**src/rtl/rc4_prga_decryptor.sv**
```systemverilog
// rc4_prga_decryptor
// Runs the RC4 pseudo-random generation loop over an externally held,
// already key-scheduled S-box. It XORs the keystream with a 32-byte
// encrypted message and produces the plaintext.
//
// Ports
//   clk            single clock, rising edge
//   reset          synchronous, active-high
//   start          level, sampled only while idle; begins one 32-byte run
//   s_address      S-box RAM address (registered)
//   s_data         S-box RAM write data (registered)
//   s_wren         S-box RAM write enable (registered)
//   s_q            S-box RAM read data, valid two cycles after the address is set
//   rom_address    encrypted-message ROM address (byte index k)
//   rom_q          encrypted byte, same read timing as s_q
//   decrypted_data plaintext bytes, entry k written when byte k completes
//   done           high while the run has finished (sticky until reset)
//   text_valid     high while every byte so far is a lowercase letter or a space
//
// state   | meaning
// --------+-----------------------------------------------------------
// IDLE    | waiting for start
// INC_I   | i <= i+1, request S[i+1]
// WAIT_SI | S-RAM read latency
// READ_SI | capture si, j <= j+si, request S[j]
// WAIT_SJ | S-RAM read latency
// READ_SJ | capture sj
// WR_SI   | write S[i] <= sj
// WR_SJ   | write S[j] <= si
// ADDR_F  | stop writing, request S[si+sj] and ROM[k]
// WAIT_F  | read latency plus one slack cycle (11-cycle byte cadence)
// READ_F  | store plaintext byte k, advance k or finish
// DONE    | run complete; hold everything until reset

module rc4_prga_decryptor (
   input  logic       clk,
   input  logic       reset,
   input  logic       start,
   output logic [7:0] s_address,
   output logic [7:0] s_data,
   output logic       s_wren,
   input  logic [7:0] s_q,
   output logic [4:0] rom_address,
   input  logic [7:0] rom_q,
   output logic [7:0] decrypted_data [31:0],
   output logic       done,
   output logic       text_valid
);

   typedef enum logic [3:0] {
      IDLE    = 4'd0,
      INC_I   = 4'd1,
      WAIT_SI = 4'd2,
      READ_SI = 4'd3,
      WAIT_SJ = 4'd4,
      READ_SJ = 4'd5,
      WR_SI   = 4'd6,
      WR_SJ   = 4'd7,
      ADDR_F  = 4'd8,
      WAIT_F  = 4'd9,
      READ_F  = 4'd10,
      DONE    = 4'd11
   } state_t;

   state_t     state;
   state_t     state_nx;
   logic [7:0] i;
   logic [7:0] j;
   logic [7:0] si;
   logic [7:0] sj;
   logic [4:0] k;
   logic       wait_cnt;
   logic [7:0] plain;
   logic       plain_ok;

   assign plain    = s_q ^ rom_q;
   assign plain_ok = ((plain >= 8'h61) && (plain <= 8'h7A)) || (plain == 8'h20);

   always_ff @(posedge clk) begin
      if (reset) state <= IDLE;
      else       state <= state_nx;
   end

   always_comb begin
      state_nx = state;
      case (state)
         IDLE:    if (start) state_nx = INC_I;
         INC_I:   state_nx = WAIT_SI;
         WAIT_SI: state_nx = READ_SI;
         READ_SI: state_nx = WAIT_SJ;
         WAIT_SJ: state_nx = READ_SJ;
         READ_SJ: state_nx = WR_SI;
         WR_SI:   state_nx = WR_SJ;
         WR_SJ:   state_nx = ADDR_F;
         ADDR_F:  state_nx = WAIT_F;
         WAIT_F:  if (wait_cnt == 1'b0) state_nx = READ_F;
         READ_F:  state_nx = (k == 5'd31) ? DONE : INC_I;
         DONE:    state_nx = DONE;
         default: state_nx = IDLE;
      endcase
   end

   always_comb begin
      done = (state == DONE);
   end

   // Datapath and registered RAM/ROM controls.
   always_ff @(posedge clk) begin
      if (reset) begin
         i           <= 8'd0;
         j           <= 8'd0;
         si          <= 8'd0;
         sj          <= 8'd0;
         k           <= 5'd0;
         wait_cnt    <= 1'b0;
         s_address   <= 8'd0;
         s_data      <= 8'd0;
         s_wren      <= 1'b0;
         rom_address <= 5'd0;
         text_valid  <= 1'b1;
         for (int n = 0; n < 32; n++) decrypted_data[n] <= 8'd0;
      end else begin
         case (state)
            IDLE: begin
               if (start) begin
                  i <= 8'd0;
                  j <= 8'd0;
                  k <= 5'd0;
               end
            end
            INC_I: begin
               i         <= i + 8'd1;
               s_address <= i + 8'd1;
            end
            READ_SI: begin
               si        <= s_q;
               j         <= j + s_q;
               s_address <= j + s_q;
            end
            READ_SJ: sj <= s_q;
            WR_SI: begin
               s_address <= i;
               s_data    <= sj;
               s_wren    <= 1'b1;
            end
            WR_SJ: begin
               s_address <= j;
               s_data    <= si;
               s_wren    <= 1'b1;
            end
            ADDR_F: begin
               s_wren      <= 1'b0;
               s_address   <= si + sj;
               rom_address <= k;
               wait_cnt    <= 1'b1;
            end
            WAIT_F: wait_cnt <= wait_cnt - 1'b1;
            READ_F: begin
               decrypted_data[k] <= plain;
               if (!plain_ok) text_valid <= 1'b0;
               if (k != 5'd31) k <= k + 5'd1;
            end
            default: ;
         endcase
      end
   end

endmodule

```
**config.mk**
```make
export PLATFORM = sky130hd
export DESIGN_NAME = rc4_prga_decryptor
export DESIGN_NICKNAME = d
export VERILOG_FILES = /design/src/rtl/rc4_prga_decryptor.sv
export SDC_FILE = /design/constraint.sdc
export NUM_CORES = 1
export LEC_CHECK = 0
export ABC_AREA = 1
export BUFFER_PORTS_ARGS = -buffer_cell sky130_fd_sc_hd__buf_2
export CORE_MARGIN = 2
export CORE_UTILIZATION = 28
export DETAILED_ROUTE_END_ITERATION = 10
export PLACE_DENSITY_LB_ADDON = 0.1
export SYNTH_ARGS = -nofsm -noshare
export SYNTH_HDL_FRONTEND = slang
export SYNTH_SLANG_ARGS = --single-unit
```
**constraint.sdc**
```tcl
create_clock -name clk -period 5.4 [get_ports clk]
set_input_delay 1.62 -clock clk [delete_from_list [all_inputs] [get_ports clk]]
set_output_delay 1.62 -clock clk [all_outputs]
set_load 0.005 [all_outputs]
```
==> flow_metrics.py <==
metrics = {
    "die": {
        "rows": 78,
        "dieArea_sq_um": 47260,
        "fp.dieW_um": 217.4,
        "die_h_um": 217.4,
        "core_area_sq_um": 45190,
        "io-pin-count": 299,
        "start_util_pct": 28.22,
    },
    "sta": {
        "slew_headroom_pct": 13.87,
        "hold_viol": 0,
        "finalCriticalPeriod_ns": 3.271,
        "period_share_pct": 60.57,
        "setup_viol": 0,
        "finClkSkew_ns": 0.01556,
        "max_freq_mhz": 305.8,
        "final-max-slew-violation-count": 0,
        "finalSetupTns_ns": 0,
        "worst_slew_pin_slew_ns": 1.286,
        "grt_setup_unrepaired": "no",
    },
    "run_status": {
        "status": "complete, no violations",
    },
    "clocking": {
        "clkTransAtPathRegs_ns": 0.06,
        "htreeDepth": 2,
        "cts_buffers": 39,
        "ctsLongestPathBuffers": 3,
        "holdBufCountCts": 0,
        "cts_root_buf": "clkbuf_16",
        "clk_latency_ns": 0.55,
        "cts_tree": "yes",
        "post_cts_buffers": 0,
        "cts.repair.resized": 0,
        "clkSinkCount": 321,
    },
    "worst_setup_path": {
        "path_cells": "nand2_1, nor2_1, buf_2",
        "crit_family": "simple AND/OR/NAND/NOR gates",
        "endpoint_kind": "primary output",
        "r2r_setup_slack_ns": 3.30,
        "path_buf_inv": 1,
        "critPathKind": "flop to primary output",
        "crit_fanout": 6,
        "cp_slowest_stage_delay_ns": 0.40,
        "crit_path_start_kind": "flop",
        "cpMaxStageDelayCell": "dfxtp_1",
        "critical_path_arrival_ns": 1.65,
        "required_ns": 3.78,
    },
    "layout": {
        "final_cell_count_no_fill": 2331,
        "drive_gt1_share_pct": 27.56,
        "nets": 1744,
        "area_growth_pct": 24.42,
        "n_antenna_cell": 0,
    },
    "synthesis": {
        "seq_area_frac_synth_pct": 50.40,
        "synthCells": 1447,
        "yosysTopAreaCell": "dfxtp_1",
        "synth_compound_area_share_pct": 25.46,
        "yosys-mux-area-fraction_pct": 0,
        "ys_warn_count": 0,
        "synthSimpleGateAreaFrac_pct": 13.35,
        "synth_top_family_by_area": "compound AO/OA/AOI/OAI gates",
        "syn_area_per_cell_sq_um": 8.812,
        "synth.area.top_cells": "dfxtp_1 (50%), a21oi_1 (11%), o21ai_0 (9.9%)",
        "synthXorXnorAreaFrac_pct": 0.8243,
        "syn_area_sq_um": 12750,
        "synth.distinct_cells": 44,
        "synth_nets": 1488,
        "synth_most_common_cell": "dfxtp_1",
        "synth_edf_count": 0,
        "synthArstFlopShare_pct": 0,
        "synth_seq_cells": 321,
        "ys.flop_type": "dfxtp_1",
        "ys_top_cells_by_count": "dfxtp_1 (321), a21oi_1 (279), o21ai_0 (251)",
        "synth-adder-area-share_pct": 2.277,
        "synth_top_area_share_pct": 50.40,
    },
    "placement": {
        "dp_cells": 2262,
        "gp_congestion": 0.8011,
        "portBuffers": 298,
        "hpwl_um": 29190,
    },
    "pwr": {
        "netSwitchingFraction_pct": 24.35,
        "pwr-share-comb_pct": 5.7,
        "p_seq_share_pct": 43.9,
        "ir_worst_vdd_uv": 206.8,
        "power.switching_mw": 1.329,
        "total_power_mw": 5.457,
        "power.leakage_nw": 7.462,
        "p_clk_share_pct": 50.4,
        "power.density_nw_per_um2": 343.9,
        "power.internal_mw": 4.128,
    },
    "routing": {
        "drc": 0,
        "avgRoutedWirePerCell_um": 19.23,
        "viasPerCell": 4.670,
        "finalWirelength_um": 44820,
        "dr_total_vias": 10890,
        "ant_nets": 0,
        "drt_pass1_iterations": 5,
        "initialDrtViolationCount": 698,
    },
    "grt": {
        "grt_max_degree": 136,
        "grt_pass1_vias": 10570,
        "grt_pass1_wl_um": 67630,
        "grt-ovfl-total": 0,
        "antenna_found_initial": 0,
        "grt_usage_pct": 18.73,
    },
    "flow_run": {
        "cap_viol_max_count": 0,
    },
    "hold_path": {
        "worstHoldPathType": "flop to flop",
    },
}
-- power by group through the flow --
stage | Combinational, mW | Sequential (mW) | Clock [mW]
finish | 0.311 | 2.39 | 2.75
global route | 0.342 | 2.39 | 2.93
CTS | 0.316 | 2.39 | 2.84
detailed placement | 0.315 | 2.45 | 0
global placement | 0.315 | 2.45 | 0
floorplan | 0.185 | 2.44 | 0
-- sequential cells by signal (all words and copies together) (netlist names) --
signal / flops
j: 8
i: 8
si: 8
k: 5
text_valid: 1
s_data: 8
state: 4
sj: 8
rom_address: 5
wait_cnt: 1
s_wren: 1
decrypted_data: 256
s_address: 8
-- layer usage --
| metal | track usage (%) | wire length, um | vias to the layer above |
|---|---|---|---|
| li1 | - | - | 5476 |
| met1 | 24.36 | 20220 | 5125 |
| met2 | 30.36 | 20930 | 229 |
| met3 | 5.423 | 2755 | 55 |
| met4 | 4.817 | 922 | 0 |
| met5 | 0 | 0 | - |
-- area by class of cell --
type                    count  area [sq um]
clock buffers              53          1109
clock inverters            16         232.7
fillers                  4749         29320
inverters                  89         355.3
multi-input cells         940          5383
flip-flops and latches    321          6426
well taps                 600         750.7
repair buffers            312          1609
-- cells by family (layout without fill, tap and decap cells) --
logic type               Yosys count  in the layout
AO/OA/AOI/OAI                    602            602
XOR/XNOR                          12             12
adder cells (fa/ha/maj)           22             22
buffers and inverters            186            470
flip-flops                       321            321
AND/OR/NAND/NOR                  304            304
-- worst register-to-register path, stage by stage, from the launching register on --
cell and delay (ns):
dfxtp_1 0.33, ha_1 0.25, fa_1 0.43, nand3_1 0.10, nand2_1 0.09, nand2_1 0.07, nand2_1 0.06, o21ai_0 0.38
nand2_1 0.09, nor2_1 0.10, nor2_1 0.05
-- cell usage in the layout, fill, tap and decap left out, types with 11 or more instances in the layout --
cell	count
a21oi_1	279
dfxtp_1	321
o21ai_0	251
clkinv_2	12
ha_1	20
inv_1	66
nand3_1	32
nor2_8	19
buf_4	13
buf_2	298
nor3_1	11
nand2_1	132
clkbuf_16	39
o21ai_1	18
a211oi_2	17
nor2_1	75
inv_2	12
-- worst paths after layout --
| kind | from | to | cells past startpoint |
|---|---|---|---|
| min reg2reg | s_address[2] | s_address[2] | 2 |
| max | state[1] | done | 3 |
| min | s_address[2] | s_address[2] | 2 |
| max reg2reg | si[0] | s_address[6] | 10 |
-- per-stage QoR --
| step | hold WS, ns | area (sq um) | setup WS [ns] | utilization (%) |
|---|---|---|---|---|
| floorplan | 0.4407 | 12750 | 2.454 | - |
| global placement | 0.4517 | 14520 | 1.720 | 32.14 |
| detailed placement | 0.4551 | 14520 | 1.747 | 32.14 |
| CTS | 0.4638 | 15870 | 2.107 | 35.11 |
| global route | 0.4854 | 15870 | 2.053 | 35.11 |
| finish | 0.4606 | 15870 | 2.129 | 35.11 |
(Power assumes the default switching activity.)
